==> config.mk <==
export PLATFORM = sky130hd
export DESIGN_NAME = instr_fetch_unit
export DESIGN_NICKNAME = d
export VERILOG_FILES = /design/src/rtl/core_pkg.sv /design/src/rtl/fetch_timer.sv /design/src/rtl/instr_fetch_unit.sv
export SDC_FILE = /design/constraint.sdc
export NUM_CORES = 1
export LEC_CHECK = 0
export CORE_MARGIN = 1.5
export CORE_UTILIZATION = 25
export CTS_BUF_LIST = sky130_fd_sc_hd__clkbuf_8
export DETAILED_ROUTE_END_ITERATION = 12
export MAX_ROUTING_LAYER = met4
export PLACE_DENSITY = 0.45
export SKIP_LAST_GASP = 1
export SLEW_MARGIN = 0
export SYNTH_ARGS = -nofsm -noshare
export SYNTH_HDL_FRONTEND = slang
export SYNTH_SLANG_ARGS = --single-unit
==> constraint.sdc <==
create_clock -name clk -period 2.7 [get_ports clk]
set_input_delay 0.405 -clock clk [delete_from_list [all_inputs] [get_ports clk]]
set_output_delay 0.405 -clock clk [all_outputs]
set_load 0.01 [all_outputs]
==> src/rtl/core_pkg.sv <==
// Shared types and constants for the multicycle RV64 core front end and control unit.
package core_pkg;

    typedef enum logic {
        IDLE = 1'b0,
        WAIT = 1'b1
    } fetch_state_t;

    localparam logic [31:0] NOP_INSTR    = 32'h0000_0013;

    localparam logic [1:0]  ERR_NONE     = 2'b00;
    localparam logic [1:0]  ERR_MISALIGN = 2'b01;
    localparam logic [1:0]  ERR_TIMEOUT  = 2'b10;

    // Major opcodes decoded by the control unit
    localparam logic [6:0]  OPC_LOAD     = 7'b000_0011;
    localparam logic [6:0]  OPC_OP_IMM   = 7'b001_0011;
    localparam logic [6:0]  OPC_AUIPC    = 7'b001_0111;
    localparam logic [6:0]  OPC_STORE    = 7'b010_0011;
    localparam logic [6:0]  OPC_OP       = 7'b011_0011;
    localparam logic [6:0]  OPC_LUI      = 7'b011_0111;
    localparam logic [6:0]  OPC_BRANCH   = 7'b110_0011;
    localparam logic [6:0]  OPC_JALR     = 7'b110_0111;
    localparam logic [6:0]  OPC_JAL      = 7'b110_1111;

endpackage

==> src/rtl/fetch_timer.sv <==
// Saturating wait-cycle counter; o_expired marks the cycle in which the count reaches TIMEOUT_CYCLES.
module fetch_timer #(
    parameter int TIMEOUT_CYCLES = 16
) (
    input  logic clk,
    input  logic reset,
    input  logic i_clear,
    input  logic i_enable,
    output logic o_expired
);

    localparam int             CW   = $clog2(TIMEOUT_CYCLES + 1);
    localparam logic [CW-1:0]  LAST = CW'(TIMEOUT_CYCLES - 1);
    localparam logic [CW-1:0]  MAX  = CW'(TIMEOUT_CYCLES);

    logic [CW-1:0] r_count;

    always_ff @(posedge clk) begin
        if (reset || i_clear) begin
            r_count <= '0;
        end else if (i_enable && (r_count != MAX)) begin
            r_count <= r_count + CW'(1);
        end
    end

    // r_count holds completed cycles, so the current cycle is the TIMEOUT_CYCLES-th one at LAST
    assign o_expired = i_enable && (r_count >= LAST);

endmodule

==> src/rtl/instr_fetch_unit.sv <==
// Instruction fetch front end: owns PC and IR, handshakes with instruction memory, applies redirects.
module instr_fetch_unit
    import core_pkg::*;
#(
    parameter int              XLEN           = 64,
    parameter logic [XLEN-1:0] RESET_PC       = '0,
    parameter int              TIMEOUT_CYCLES = 16
) (
    input  logic            clk,
    input  logic            reset,
    input  logic            fetch_req,
    input  logic            pc_write,
    input  logic            pc_write_cond,
    input  logic            branch_op,
    input  logic            pc_src,
    input  logic            alu_zero,
    input  logic [XLEN-1:0] branch_target,
    output logic [XLEN-1:0] imem_addr,
    output logic            imem_rd,
    input  logic [31:0]     imem_rdata,
    input  logic            imem_ready,
    output logic [31:0]     instruction,
    output logic            instr_valid,
    output logic [XLEN-1:0] pc,
    output logic [XLEN-1:0] instr_pc,
    output logic            fetch_busy,
    output logic            fetch_err,
    output logic [1:0]      err_cause
);

    fetch_state_t    r_state;
    logic [XLEN-1:0] r_pc;
    logic [XLEN-1:0] r_instr_pc;
    logic [XLEN-1:0] r_imem_addr;
    logic [31:0]     r_instruction;
    logic            r_instr_valid;
    logic            r_imem_rd;
    logic            r_fetch_err;
    logic [1:0]      r_err_cause;

    logic            w_cond_taken;
    logic            w_redirect;
    logic [XLEN-1:0] w_pc_plus4;
    logic [XLEN-1:0] w_target;
    logic            w_timer_clear;
    logic            w_timer_en;
    logic            w_expired;

    always_comb begin
        w_cond_taken  = pc_write_cond & (alu_zero ^ branch_op);
        w_redirect    = pc_write | w_cond_taken;
        w_pc_plus4    = r_pc + XLEN'(4);
        // A taken conditional branch always jumps to branch_target regardless of pc_src
        w_target      = (pc_src | w_cond_taken) ? branch_target : w_pc_plus4;
        w_timer_en    = (r_state == WAIT);
        w_timer_clear = (r_state == IDLE);
    end

    fetch_timer #(
        .TIMEOUT_CYCLES (TIMEOUT_CYCLES)
    ) u_timer (
        .clk       (clk),
        .reset     (reset),
        .i_clear   (w_timer_clear),
        .i_enable  (w_timer_en),
        .o_expired (w_expired)
    );

    always_ff @(posedge clk) begin
        if (reset) begin
            r_state       <= IDLE;
            r_pc          <= RESET_PC;
            r_instr_pc    <= RESET_PC;
            r_imem_addr   <= RESET_PC;
            r_instruction <= NOP_INSTR;
            r_instr_valid <= 1'b0;
            r_imem_rd     <= 1'b0;
            r_fetch_err   <= 1'b0;
            r_err_cause   <= ERR_NONE;
        end else begin
            r_instr_valid <= 1'b0;
            case (r_state)
                IDLE: begin
                    if (w_redirect) begin
                        r_pc <= w_target;
                    end else if (fetch_req) begin
                        if (r_pc[1:0] == 2'b00) begin
                            r_state     <= WAIT;
                            r_imem_rd   <= 1'b1;
                            r_imem_addr <= r_pc;
                        end else begin
                            r_fetch_err <= 1'b1;
                            if (r_err_cause == ERR_NONE) r_err_cause <= ERR_MISALIGN;
                        end
                    end
                end
                WAIT: begin
                    // Redirect aborts the fetch and discards a same-cycle response
                    if (w_redirect) begin
                        r_pc      <= w_target;
                        r_state   <= IDLE;
                        r_imem_rd <= 1'b0;
                    end else if (imem_ready) begin
                        r_instruction <= imem_rdata;
                        r_instr_pc    <= r_pc;
                        r_pc          <= w_pc_plus4;
                        r_instr_valid <= 1'b1;
                        r_state       <= IDLE;
                        r_imem_rd     <= 1'b0;
                    end else if (w_expired) begin
                        r_state     <= IDLE;
                        r_imem_rd   <= 1'b0;
                        r_fetch_err <= 1'b1;
                        if (r_err_cause == ERR_NONE) r_err_cause <= ERR_TIMEOUT;
                    end
                end
                default: begin
                    r_state   <= IDLE;
                    r_imem_rd <= 1'b0;
                end
            endcase
        end
    end

    assign imem_addr   = r_imem_addr;
    assign imem_rd     = r_imem_rd;
    assign instruction = r_instruction;
    assign instr_valid = r_instr_valid;
    assign pc          = r_pc;
    assign instr_pc    = r_instr_pc;
    assign fetch_busy  = (r_state == WAIT);
    assign fetch_err   = r_fetch_err;
    assign err_cause   = r_err_cause;

endmodule

**Yosys cells after proc, flatten, opt, wreduce, memory -nomap -nowiden**

Cells that the tools add are included.

- Add/sub/neg operators: 2
- $lt $le $gt $ge: 1
- Equal/unequal tests: 13
- Multiplexer cells: 36
- Bitwise gates (word level): 6
- Reduce and logical (&&, ||, !) cells: 12

Operators by type and width:

| kind | number |
|---|---|
| 64-bit 2-to-1 mux | 4 |
| 64-bit case mux with 2 select lines | 1 |
| 64-bit by 3-bit adder with 64-bit output (second input constant) | 1 |
| 1-bit 2-to-1 mux | 19 |
| 2-bit 2-to-1 mux | 8 |
| 2-bit inequality test (second input constant) | 8 |
| 4-bit AND reduction | 2 |
| 8-bit AND reduction | 1 |
| 1-bit case mux with 2 select lines | 3 |
| 6-bit AND reduction | 1 |
| 5-bit by 1-bit adder with 5-bit output (second input constant) | 1 |
| 5-bit by 4-bit >= comparator with 1-bit output (second input constant) | 1 |
| 5-bit inequality test (second input constant) | 1 |
| 2-bit zero test | 2 |
| 2-bit by 1-bit inequality test with 1-bit output (second input constant) | 2 |
| 4-bit by 2-bit inequality test with 1-bit output (second input constant) | 1 |
| 2-bit case mux with 2 select lines | 1 |
| 3-bit by 2-bit inequality test with 1-bit output (second input constant) | 1 |
| 3-bit AND reduction | 1 |
| 3-bit OR reduction | 1 |
| 1-bit logical AND | 2 |
| 1-bit inverter | 2 |
| 1-bit OR | 2 |
| 2-bit AND reduction | 1 |
| 3 further kinds | 3 |

- Register bits after elaboration: 235
- Input bits: 105
- Output and inout port bits: 230

**Logic depth before layout (Yosys ltp)**

- Depth in word-level cells: 6
- Depth in mapped cells: 8
- Depth with buffers taken out: 7

**Modules after synthesis**

From an unflattened synthesis, not the netlist that was laid out.

- Cells, all modules: 1,307
- Area, all modules: 10,189.8 µm²

Modules (own cells, without submodules):

| module | times used | cells an instance | area an instance (µm²) |
|---|---|---|---|
| instr_fetch_unit | 1 | 1,274 | 9,902.0 |
| fetch_timer | 1 | 33 | 287.8 |

**Worst setup path before layout**

OpenSTA, ideal clock, no wires.

- Kind: reg-to-reg
- Start point: register r_pc[2] (netlist: pc[2])
- End point: register r_pc[20] (netlist: pc[20])
- Setup time: 0.137 ns
- Arrival: 2.095 ns
- Required time: 2.563 ns
- Setup slack: 0.468 ns
- Cell stages (with the launch flop): 7
- Cell sequence: dfxtp_1 -> ha_1 -> and3_1 -> or4b_2 -> or2_1 -> o32ai_1 -> a211oi_1

- Longest elaborated chain between the ends: 4
- Elaborated cells between the ends (all ways): 6
- Classes of those cells: add/sub (1); mux (5)

RTL lines:

| what | line | RTL |
|---|---|---|
| start: declaration | instr_fetch_unit.sv:32 | `logic [XLEN-1:0] r_pc;` |
| start signal: assignment | instr_fetch_unit.sv:85 | `r_pc <= w_target;` |
| start signal: assignment | instr_fetch_unit.sv:100 | `r_pc <= w_target;` |
| start signal: assignment | instr_fetch_unit.sv:106 | `r_pc <= w_pc_plus4;` |
| 64-bit by 3-bit adder with 64-bit output * | instr_fetch_unit.sv:52 | `w_pc_plus4 = r_pc + XLEN'(4);` |
| 64-bit 2-to-1 mux (on tied branches) | instr_fetch_unit.sv:103, instr_fetch_unit.sv:54 |  |
| 64-bit 2-to-1 mux (on tied branches) | instr_fetch_unit.sv:99, instr_fetch_unit.sv:84 |  |
| 64-bit case mux with 2 select lines * | instr_fetch_unit.sv:82 | `case (r_state)` |

Every way passes the cells marked *; elsewhere a longest branch is shown, timed or not. The select of a mux whose other input is x is not followed.
A chain may end at the register's enable or synchronous reset.

**Worst setup path after layout**

- Start point: register r_pc[2] (netlist: pc[2])
- End point: register r_pc[48] (netlist: pc[48])

The elaborated chain is that of the path after synthesis.

==> results_dict.tcl <==
set metrics [dict create \
    irDropWorstVdd_uv 338 \
    first_global_vias 10400 \
    die_w_microns 205 \
    dpl-instance-area_sq_um 14700 \
    multi_input_comb_area_sq_um 5060 \
    grt_antenna_before_repair 1 \
    grt_usage_pct 20.3 \
    setup-tns-final_ps 0 \
    p_total_mw 8.69 \
    drt_first_pass_iters 5 \
    sequentialPowerShare_pct 42.6 \
    slew_headroom_pct 41.1 \
    gp_congestion 0.797 \
    period_minus_slack_ps 2380 \
    synth_mux_area_share_pct 1.04 \
    drtAntennaViolNets 0 \
    syn_inst 1306 \
    worstMarginPinSlew_ps 884 \
    cts_htree_levels 2 \
    setup_violations 0 \
    clkLatencyLatePin_ps 600 \
    area_growth_pct 53.3 \
    synth-seq-cells 235 \
    p_per_area_nw_per_um2 555 \
    cp_slowest_stage_delay_ps 590 \
    hpwl_microns 29600 \
    n_fill_cell 4174 \
    cts_buffers 46 \
    ctsResizeCount 0 \
    finalWirelength_microns 42300 \
    cp_max_fo 10 \
    cts_hold_buf 0 \
    fp.dieH_microns 205 \
    io_pins 335 \
    synth_xor_area_share_pct 0.343 \
    final_layout_size_suffix_gt1_share_pct 11.2 \
    rsz0062_at_grt "no" \
    synth-edff-count 0 \
    cts_root_buf "clkbuf_8" \
    grt_max_degree 76 \
    regArea_sq_um 4700 \
    ys_types 69 \
    synth_ff_type "dfxtp_1" \
    nNetsFinal 1784 \
    fin_crit_sh_pct 88.2 \
    overflow 0 \
    async_flop_share_pct 0 \
    hold_class "in -> reg" \
    p_switching_mw 2.41 \
    slew_violations 0 \
    viasPerCell 4.88 \
    initial_utilization_pct 25.5 \
    yosys.area_share.simple_pct 26.5 \
    die-area_sq_um 42100 \
    critPathRequiredTime_ps 3220 \
    cap_violations 0 \
    clockPowerShare_pct 42.0 \
    start_kind "flip-flop" \
    synth_top_family_by_area "simple AND/OR/NAND/NOR gates" \
    synthAdderAreaFrac_pct 0.490 \
    synth_compound_area_share_pct 20.7 \
    tritoncts "yes" \
    num_vias 10900 \
    outcome "completed" \
    leakage_nw 5.40 \
    drc 0 \
    clockBufferDepth 3 \
    rows 73 \
    yosysSeqAreaShare_pct 46.1 \
    swShare_pct 27.8 \
    cts_sinks 235 \
    crit_path_cell_trace "ha_1 -> nand4_1 -> nor4_4 -> buf_4 -> nand3_1 -> or4_1 -> o211ai_1" \
    clk_pin_slew_ps 60 \
    port_buffers 334 \
    p_int_mw 6.28 \
    fin_area_sq_um 15600 \
    avgSynthCellArea_sq_um 7.82 \
    ys_warn_count 0 \
    max_freq_mhz 420 \
    wl_per_cell_microns 19.0 \
    hold_viol 0 \
    postCtsSetupBuffers 0 \
    combinationalPowerShare_pct 15.4 \
    grt_pass1_wl_microns 64000 \
    cp_slowest_cell "or4_1" \
    cp.arrival_ps 2900 \
    core-area_sq_um 40000 \
    dr.first_iter.drc_count 629 \
    endpoint_kind "flip-flop" \
    skew_ps 16.3 \
    netlist_area_sq_um 10200 \
    synth_nets 1415 \
    crit_type "reg -> reg" \
]
stage by stage:
step	worst slack, ps	hold WS [ps]	instances	util (%)
after detailed placement	-27.1	446	2150	36.8
after global routing	97.3	296	2230	39.1
after floorplan	468	481	1306	-
after CTS	160	253	2227	39.1
after global placement	-23.2	442	2150	36.8
final	317	296	2230	39.1
sequential cells by signal, indices dropped and copies added (netlist names):
register	cells
fetch_busy	1
instr_pc	64
u_timer.r_count	5
imem_rd	1
fetch_err	1
instruction	32
instr_valid	1
err_cause	2
imem_addr	64
pc	64
cells in the final DEF (no fill, tap or decap), types with 22 or more instances in the layout:
master	n
a21oi_1	192
a22oi_1	29
a31oi_1	22
buf_4	83
clkbuf_8	64
clkdlybuf4s50_1	333
dfxtp_1	235
inv_1	28
nand2_1	367
nand3_1	35
nand4_1	24
nor2_1	36
o21ai_0	29
synthesized netlist by cell type (3+ instances only):
cell type | number | area, sq um
xnor2_1 | 3 | 26.3
o32ai_1 | 3 | 26.3
nor3_1 | 14 | 70.1
mux2_2 | 5 | 56.3
and4_1 | 6 | 52.6
nor4_4 | 3 | 63.8
mux2i_1 | 5 | 50.1
o21ai_0 | 29 | 145
nand4_1 | 24 | 150
o22ai_1 | 9 | 56.3
nand2b_1 | 4 | 25.0
nand3_1 | 36 | 180
clkbuf_2 | 4 | 20.0
or3_1 | 9 | 56.3
buf_4 | 3 | 22.5
a21oi_1 | 192 | 961
a211oi_1 | 14 | 105
o311ai_0 | 3 | 26.3
a311oi_1 | 5 | 43.8
buf_2 | 16 | 80.1
clkbuf_1 | 84 | 315
a31oi_1 | 22 | 138
o31ai_1 | 3 | 22.5
nand4b_1 | 4 | 35.0
dfxtp_1 | 235 | 4700
ha_1 | 4 | 50.1
nor2_1 | 36 | 135
and3_1 | 15 | 93.8
nand2_1 | 367 | 1380
and2_1 | 7 | 43.8
a21o_1 | 10 | 75.1
nor4_1 | 11 | 68.8
buf_1 | 3 | 11.3
inv_1 | 14 | 52.6
o211ai_1 | 13 | 97.6
a22oi_1 | 30 | 225
or4_1 | 16 | 120
critical path: cells and delay by family, from the launching register on:
family | cells | cell delay, ps
AOI/OAI and AO/OA | 1 | 110
and+or+nand+nor | 4 | 1430
DFF | 1 | 340
adders and majority gates | 1 | 220
buffers and inverters | 1 | 200
power groups by stage:
stage / Clock, mW / Combinational, mW / Sequential (mW)
3_3_place_gp: 0 / 1.35 / 3.78
5_1_grt: 3.91 / 1.45 / 3.72
6_report: 3.65 / 1.34 / 3.70
4_1_cts: 3.78 / 1.36 / 3.70
3_5_place_dp: 0 / 1.35 / 3.78
2_1_floorplan: 0 / 0.475 / 3.84
metal layers:
layer	share of wire, %	track usage (%)
met1	45	25.8
met2	48	32.8
met3	5.4	3.79
met5	0	-
met4	2.1	6.20
cells by family (layout without fill, tap and decap cells):
family                     after synthesis  in the layout
buffers and inverters                  124            522
xor gates and xnor gates                 4              4
muxes                                   10             10
and+or+nand+nor                        574            574
AOI/OAI and AO/OA                      355            355
DFF                                    235            235
other                                    0              1
adders and majority gates                4              4
layout make-up:
type / instances / share of cell area [%]
multi-input combinational: 947 / 32.3
tap: 525 / 4.20
antenna: 1 / 0.0160
sequential: 235 / 30.1
clock buffer: 63 / 5.54
timing repair buffer: 431 / 27.2
clock inverter: 14 / 0.336
inverter: 14 / 0.336
final timing paths:
kind,slack (ps),cells after the start,startpoint,endpoint
min,300,2,reset,instr_pc[62]
max reg2reg,320,7,pc[2],pc[48]
max,320,7,pc[2],pc[48]
min reg2reg,450,2,imem_addr[50],imem_addr[50]
Power figures use the tool's default switching activity.
